==> src/rtl/fpu_mul_pkg.sv <==
// Shared opcode encodings, clock-hold reload value and the per-stage record
// carried down the FP multiply control pipe.
package fpu_mul_pkg;

   localparam logic [1:0] OP_NONE   = 2'b00;
   localparam logic [1:0] OP_FMULS  = 2'b01;
   localparam logic [1:0] OP_FMULD  = 2'b10;
   localparam logic [1:0] OP_FSMULD = 2'b11;

   localparam logic [1:0] CLK_HOLD_RELOAD = 2'd3;

   typedef struct packed {
      logic       vld;
      logic [1:0] op;
      logic       nan_inf;
      logic       zero;
   } stage_t;

endpackage

==> src/rtl/fpu_mul_stage_reg.sv <==
// One control-pipe stage: valid, opcode and special-operand flags, advanced
// only when the whole pipe steps.
module fpu_mul_stage_reg
   import fpu_mul_pkg::*;
(
   input  logic   rclk,
   input  logic   grst_l,
   input  logic   step,
   input  stage_t d,
   output stage_t q
);

   // NOTE: reset is sampled on the clock edge, so it sits inside the clocked
   // branch rather than in the sensitivity list.
   always_ff @(posedge rclk) begin
      if (!grst_l)
         q <= '0;
      else if (step)
         q <= d;
   end

endmodule

==> src/rtl/fpu_mul_exp_ctl.sv <==
// Six-stage rigid control pipe for the FP multiplier: request handshake,
// per-stage operand qualifiers, m2 exponent select and multiply clock gating.
module fpu_mul_exp_ctl
   import fpu_mul_pkg::*;
(
   input  logic       rclk,
   input  logic       grst_l,
   input  logic       inq_mul_vld,
   input  logic [1:0] inq_op,
   input  logic       inq_nan_inf,
   input  logic       inq_zero,
   output logic       mul_inq_rdy,
   input  logic       out_ack,
   output logic       mul_out_vld,
   output logic       m6stg_step,
   output logic       m1stg_dblop,
   output logic       m1stg_sngop,
   output logic       m1stg_fsmuld,
   output logic       m2stg_exp_expadd,
   output logic       m2stg_exp_0bff,
   output logic       m2stg_exp_017f,
   output logic       m2stg_exp_04ff,
   output logic       m2stg_exp_zero,
   output logic       m2stg_fmuld,
   output logic       m2stg_fmuls,
   output logic       m2stg_fsmuld,
   output logic       m5stg_fmuld,
   output logic       fmul_clken_l
);

   stage_t     stg_d [1:6];
   stage_t     stg_q [1:6];
   stage_t     m1_in;
   logic       accept;
   logic       any_vld;
   logic [1:0] hold_cnt;

   assign m6stg_step  = !stg_q[6].vld | out_ack;
   assign mul_inq_rdy = m6stg_step;
   assign mul_out_vld = stg_q[6].vld;
   assign accept      = inq_mul_vld & mul_inq_rdy & (inq_op != OP_NONE);

   // Only accepted requests enter m1; otherwise a bubble is clocked in.
   assign m1_in = accept ? '{vld: 1'b1, op: inq_op, nan_inf: inq_nan_inf, zero: inq_zero}
                         : '0;

   for (genvar g = 1; g <= 6; g++) begin : g_stage
      if (g == 1) begin : g_head
         assign stg_d[g] = m1_in;
      end else begin : g_body
         assign stg_d[g] = stg_q[g-1];
      end
      fpu_mul_stage_reg u_stage_reg (
         .rclk   (rclk),
         .grst_l (grst_l),
         .step   (m6stg_step),
         .d      (stg_d[g]),
         .q      (stg_q[g])
      );
   end

   // NOTE: every always_comb output gets a default first so no path infers a latch.
   always_comb begin
      any_vld = 1'b0;
      for (int i = 1; i <= 6; i++)
         any_vld = any_vld | stg_q[i].vld;
   end

   always_ff @(posedge rclk) begin
      if (!grst_l)
         hold_cnt <= '0;
      else if (any_vld || inq_mul_vld)
         hold_cnt <= CLK_HOLD_RELOAD;
      else if (hold_cnt != 2'd0)
         hold_cnt <= hold_cnt - 2'd1;
   end

   assign fmul_clken_l = !(any_vld | inq_mul_vld | (hold_cnt != 2'd0));

   assign m1stg_dblop  = stg_q[1].vld & (stg_q[1].op == OP_FMULD);
   assign m1stg_sngop  = stg_q[1].vld & ((stg_q[1].op == OP_FMULS) | (stg_q[1].op == OP_FSMULD));
   assign m1stg_fsmuld = stg_q[1].vld & (stg_q[1].op == OP_FSMULD);

   assign m2stg_fmuld  = stg_q[2].vld & (stg_q[2].op == OP_FMULD);
   assign m2stg_fmuls  = stg_q[2].vld & (stg_q[2].op == OP_FMULS);
   assign m2stg_fsmuld = stg_q[2].vld & (stg_q[2].op == OP_FSMULD);
   assign m5stg_fmuld  = stg_q[5].vld & (stg_q[5].op == OP_FMULD);

   // NaN/Inf outranks zero; an empty stage selects the zero exponent.
   always_comb begin
      m2stg_exp_expadd = 1'b0;
      m2stg_exp_0bff   = 1'b0;
      m2stg_exp_017f   = 1'b0;
      m2stg_exp_04ff   = 1'b0;
      m2stg_exp_zero   = 1'b0;
      if (!stg_q[2].vld) begin
         m2stg_exp_zero = 1'b1;
      end else if (stg_q[2].nan_inf) begin
         unique case (stg_q[2].op)
            OP_FMULD:  m2stg_exp_0bff = 1'b1;
            OP_FSMULD: m2stg_exp_04ff = 1'b1;
            default:   m2stg_exp_017f = 1'b1;
         endcase
      end else if (stg_q[2].zero) begin
         m2stg_exp_zero = 1'b1;
      end else begin
         m2stg_exp_expadd = 1'b1;
      end
   end

endmodule
==> config.mk <==
export PLATFORM = sky130hd
export DESIGN_NAME = fpu_mul_exp_ctl
export DESIGN_NICKNAME = d
export VERILOG_FILES = /design/src/rtl/fpu_mul_pkg.sv /design/src/rtl/fpu_mul_stage_reg.sv /design/src/rtl/fpu_mul_exp_ctl.sv
export SDC_FILE = /design/constraint.sdc
export NUM_CORES = 1
export LEC_CHECK = 0
export CORE_UTILIZATION = 45
export CTS_BUF_LIST = sky130_fd_sc_hd__clkbuf_8
export DETAILED_ROUTE_END_ITERATION = 7
export GPL_ROUTABILITY_DRIVEN = 0
export PLACE_DENSITY = 0.76
export REMOVE_ABC_BUFFERS = 1
export SYNTH_ARGS = -nofsm -noshare
export SYNTH_HDL_FRONTEND = slang
export SYNTH_SLANG_ARGS = --single-unit
==> constraint.sdc <==
create_clock -name rclk -period 1.1 [get_ports rclk]
set_input_delay 0.22 -clock rclk [delete_from_list [all_inputs] [get_ports rclk]]
set_output_delay 0.22 -clock rclk [all_outputs]
set_load 0.02 [all_outputs]
==> run_results.csv, run 1 <==
group,metric,value,unit
synthesis,synth_compound_area_share,18.0,%
synthesis,synthCells,117,
run_status,lastStage,"5_1_grt",
clocking,cts.sinks,22,
synthesis,ys.flop_type,"dfxtp_1",
synthesis,ys_ff_latch,22,
place,dp_cells,179,
synthesis,synth_top_family_by_area,"simple AND/OR/NAND/NOR gates",
die,die_x,48.8,µm
die,io_pins,24,
synthesis,syn_area,987,µm²
timing,postGrtWorstEndpoint,"fmul_clken_l",
grt,antenna_found_initial,0,
synthesis,synthAdderAreaFrac,1.27,%
run_status,outcome,"aborted with a tool error",
synthesis,syn_avg_cell_area,8.44,µm²
clocking,htree_levels,1,
synthesis,ys_top_cells_by_area,"dfxtp_1, nand2_1, a21boi_1, buf_6, o21a_1",
synthesis,synthArstFlopShare,0,%
synthesis,synth_top_area_share,44.6,%
synthesis,ys_seq_area_share,44.6,%
synthesis,synth_edf_count,0,
synthesis,synth_xor_area_share,0.887,%
die,num_rows,16,
clocking,numCtsBuffers,3,
place,portBuffers,23,
clocking,ctsLongestPathBuffers,2,
die,die_h,48.8,µm
clocking,hold_buffers,0,
run_status,firstError,"[ERROR DPL-0033] detailed placement checks failed during check placement.",
place,hpwlAfterDp,1510,µm
grt,grt_max_degree,15,
synthesis,yosys_warnings,0,
timing,worstEndpointType,"output port",
synthesis,yosysTopAreaCell,"dfxtp_1",
synthesis,muxShareOfSynthArea,1.01,%
synthesis,synth.distinct_cells,24,
synthesis,yosys.area_share.simple,27.1,%
die,initial_core_util,49.3,%
clocking,clockRootBuffer,"clkbuf_8",
[through the flow]
step	setup TNS, ps	worst slack, ps	instance area (µm²)	hold slack, ps
after global placement	-11220	-688	1340	438
after floorplan	-4990	-282	938	337
after detailed placement	-12080	-706	1340	448
after CTS	-5660	-312	1690	461
[Yosys cell counts, types with 2 or more instances]
cell	n
and3b_2	2
o21a_1	3
buf_6	3
nor3b_1	2
nor2_1	5
inv_1	4
dfxtp_1	22
o21ai_0	3
nand2_1	38
clkbuf_1	2
nand3_1	4
a21boi_1	17
[timing repair]
item	CTS
gates resized for setup	109
pin swaps	10
endpoints found under the setup margin	38
gates cloned	5
setup buffers	7
[kinds of logic after synthesis]
logic type	Yosys count
simple gates	57
compound gates	24
flops	22
buf+inv	11
xor+xnor	1
mux	1
fa+ha+maj	1
==> run 2: changes to the inputs <==
--- a/config.mk
+++ b/config.mk
@@ -5,11 +5,11 @@
 export SDC_FILE = /design/constraint.sdc
 export NUM_CORES = 1
 export LEC_CHECK = 0
-export CORE_UTILIZATION = 45
-export CTS_BUF_LIST = sky130_fd_sc_hd__clkbuf_8
+export CORE_AREA = 2 2 63 65
 export DETAILED_ROUTE_END_ITERATION = 7
+export DIE_AREA = 0 0 65 67
 export GPL_ROUTABILITY_DRIVEN = 0
-export PLACE_DENSITY = 0.76
+export PLACE_DENSITY_LB_ADDON = 0.15
 export REMOVE_ABC_BUFFERS = 1
 export SYNTH_ARGS = -nofsm -noshare
 export SYNTH_HDL_FRONTEND = slang
==> constraint.sdc (replaced) <==
create_clock -name rclk -period 1.45 [get_ports rclk]
set_input_delay 0.29 -clock rclk [delete_from_list [all_inputs] [get_ports rclk]]
set_output_delay 0.29 -clock rclk [all_outputs]
set_load 0.02 [all_outputs]
==> run 2 against run 1 <==
  * The flow now finishes, with violations (negative setup slack)
  * Synthesized cell count unchanged
  * Synthesized area unchanged
==> run_results.csv, run 2 <==
group,metric,value,unit
run_status,outcome,"finished, violations left",
run_status,violations,"negative setup slack",
synthesis,syn_avg_cell_area,8.44,µm²
flow_run,cap_violations,0,
clocking,numCtsBuffers,3,
power_and_ir_drop,vdd_drop_max,0.357,mV
timing,min_period,1470,ps
place,placed_area,1370,µm²
place,portBuffers,23,
clocking,cts_tree,"done",
worst_hold_path,worstHoldStart,"g_stage[3].u_stage_reg.q[3]",
critical_path,r2r_end,"g_stage[1].u_stage_reg.q[0]",
synthesis,yosysMostFrequentCell,"nand2_1",
power_and_ir_drop,p_per_area,839,nW/µm²
synthesis,ys_seq_area_share,44.6,%
timing,setup_viol,1,
power_and_ir_drop,total_power,1.15,mW
synthesis,synth.distinct_cells,24,
clocking,cts.sinks,22,
cells_and_area,largest_reg_flops,20,
grt,grt_first_pass_wirelength,3390,µm
power_and_ir_drop,p_sw,0.257,mW
critical_path,worst_r2r_path_depth,6,
timing,layout_setup_ws,-19.9,ps
critical_path,crit-reg2reg-launch,"g_stage[6].u_stage_reg.q[4]",
place,hpwlAfterDp,1490,µm
synthesis,ys.flop_type,"dfxtp_1",
grt,grt_pass1_vias,836,
timing,slew_viol_final,0,
cells_and_area,final_cell_mix,"nand2_1, dfxtp_1, buf_4, a21boi_1, buf_2",
critical_path,cp-start-kind,"register",
power_and_ir_drop,switching_share,22.3,%
drt,dr_total_vias,886,
cells_and_area,top_regs,"g_stage.u_stage_reg.q (20), hold_cnt (2)",
cells_and_area,diodes,0,
drt,viasPerCell,4.34,
timing,final-hold-violation-count,0,
clocking,clock_latency,250,ps
grt,grt_use_total,9.96,%
power_and_ir_drop,pwr-share-seq,55.1,%
drt,dr.pass1.iters,3,
cells_and_area,num-fill-cells,390,
synthesis,yosysTopAreaCell,"dfxtp_1",
power_and_ir_drop,leakage,0.584,nW
critical_path,path_class,"reg -> out",
clocking,ctsLongestPathBuffers,2,
critical_path,path_max_fanout,2,
cells_and_area,fin_util,38.1,%
die,num_rows,22,
die,io_pins,24,
synthesis,synth.top_cells.by_count,"nand2_1, dfxtp_1, a21boi_1",
drt,finalWirelength,2030,µm
synthesis,synth_top_area_share,44.6,%
grt,overflow,0,
place,place_ws,-536,ps
timing,fin_crit_sh,101,%
synthesis,synthCells,117,
worst_hold_path,min_path_cells,2,
synthesis,synth_edf_count,0,
die,initial_core_util,27.4,%
clocking,clk_pin_slew,80,ps
timing,maxSlewHeadroom,85.7,%
power_and_ir_drop,p_int,0.896,mW
timing,rsz0062_at_grt,"true",
critical_path,endpoint_kind,"output port",
timing,tightest_slew,214,ps
clocking,htree_levels,1,
die,die_x,65,µm
cells_and_area,layout_commonest_cell,"nand2_1",
timing,finClkSkew,1.10,ps
drt,wl_per_cell,9.93,µm
cells_and_area,synthToLayoutAreaGrowth,39.2,%
timing,setup_tns,-19.9,ps
drt,drt_iter0_markers,8,
die,die_h,67,µm
synthesis,ys_ff_latch,22,
power_and_ir_drop,p_comb_share,12.9,%
critical_path,cp.arrival,1180,ps
grt,grt_max_degree,25,
drt,ant_nets,0,
worst_hold_path,hold_end,"g_stage[3].u_stage_reg.q[3]",
worst_hold_path,hp-class,"reg -> reg",
cells_and_area,design_area,1370,µm²
synthesis,yosys_warnings,0,
cells_and_area,multiInputGateArea,484,µm²
cells_and_area,layout-drive-gt1-share,31.4,%
grt,antenna_found_initial,0,
synthesis,ys_top_cells_by_area,"dfxtp_1, nand2_1, a21boi_1, buf_6, o21a_1",
synthesis,syn_area,987,µm²
synthesis,synthArstFlopShare,0,%
cells_and_area,regMostFlops,"g_stage.u_stage_reg.q",
cells_and_area,register_area,444,µm²
drt,drc_errors,0,
timing,max_freq,0.680,GHz
cells_and_area,fin_nets,167,
die,core-area,3610,µm²
clocking,clockRootBuffer,"clkbuf_8",
critical_path,r2r_setup_slack,220,ps
die,die_area,4360,µm²
power_and_ir_drop,pwr-share-clk,32.1,%
critical_path,required,1160,ps
==> run 2: cell families (layout without fill, tap and decap cells) <==
kind of cell | after synthesis | after routing | share of synthesized area (%)
compound gates | 24 | 24 | 18.0
xor+xnor | 1 | 1 | 0.887
fa+ha+maj | 1 | 1 | 1.27
buf+inv | 11 | 50 | 7.10
flops | 22 | 22 | 44.6
mux | 1 | 1 | 1.01
simple gates | 57 | 57 | 27.1
==> run 2: what timing repair did <==
| item | CTS | global route |
|---|---|---|
| resized for setup | 64 | 7 |
| pin swaps | 1 | 2 |
| hold buffers | 0 | 0 |
| endpoints found under the setup margin | 16 | 8 |
| buffers inserted | 1 | 1 |
==> run 2: power groups by stage <==
stage / logic, mW / clock network (mW) / registers [mW]
2_1_floorplan: 0.0615 / 0 / 0.649
3_3_place_gp: 0.143 / 0 / 0.648
3_5_place_dp: 0.147 / 0 / 0.649
4_1_cts: 0.147 / 0.381 / 0.635
5_1_grt: 0.164 / 0.399 / 0.637
6_report: 0.148 / 0.370 / 0.635
==> run 2: layout make-up <==
class | instances | share of cell area (%)
Multi-Input combinational cell | 84 | 35.2
Sequential cell | 22 | 32.3
Inverter | 5 | 1.55
Timing Repair Buffer | 42 | 23.5
Tap cell | 48 | 4.37
Clock buffer | 3 | 3.01
==> run 2: worst max path at each step <==
| stage | from | endpoint | slack (ps) |
|---|---|---|---|
| 2_1_floorplan | g_stage[6].u_stage_reg.q[4] | g_stage[1].u_stage_reg.q[0] | 70 |
| 3_5_place_dp | inq_mul_vld | fmul_clken_l | -540 |
| 4_1_cts | g_stage[5].u_stage_reg.q[4] | fmul_clken_l | -30 |
| 3_3_place_gp | inq_mul_vld | fmul_clken_l | -520 |
| 6_report | g_stage[5].u_stage_reg.q[4] | fmul_clken_l | -20 |
| 5_1_grt | g_stage[5].u_stage_reg.q[4] | fmul_clken_l | -80 |
==> run 2: metrics by stage <==
stage,hold WS [ps],cells
after CTS,460,203
after floorplan,407,111
after detailed placement,449,199
after global placement,438,199
after global routing,485,204
final,455,204
==> run 2: critical path, stage by stage, from the launching register on <==
cell,delay (ps)
dfxtp_2,330
nor4_2,260
nand2_1,100
nor2_1,100
buf_4,140
==> run 2: layer usage <==
metal	routed length, µm	global-route usage (%)
met1	885	10.3
met2	1050	19.5
met3	58	1.01
met4	28	5.59
met5	0	0
Power figures use the tool's default switching activity.
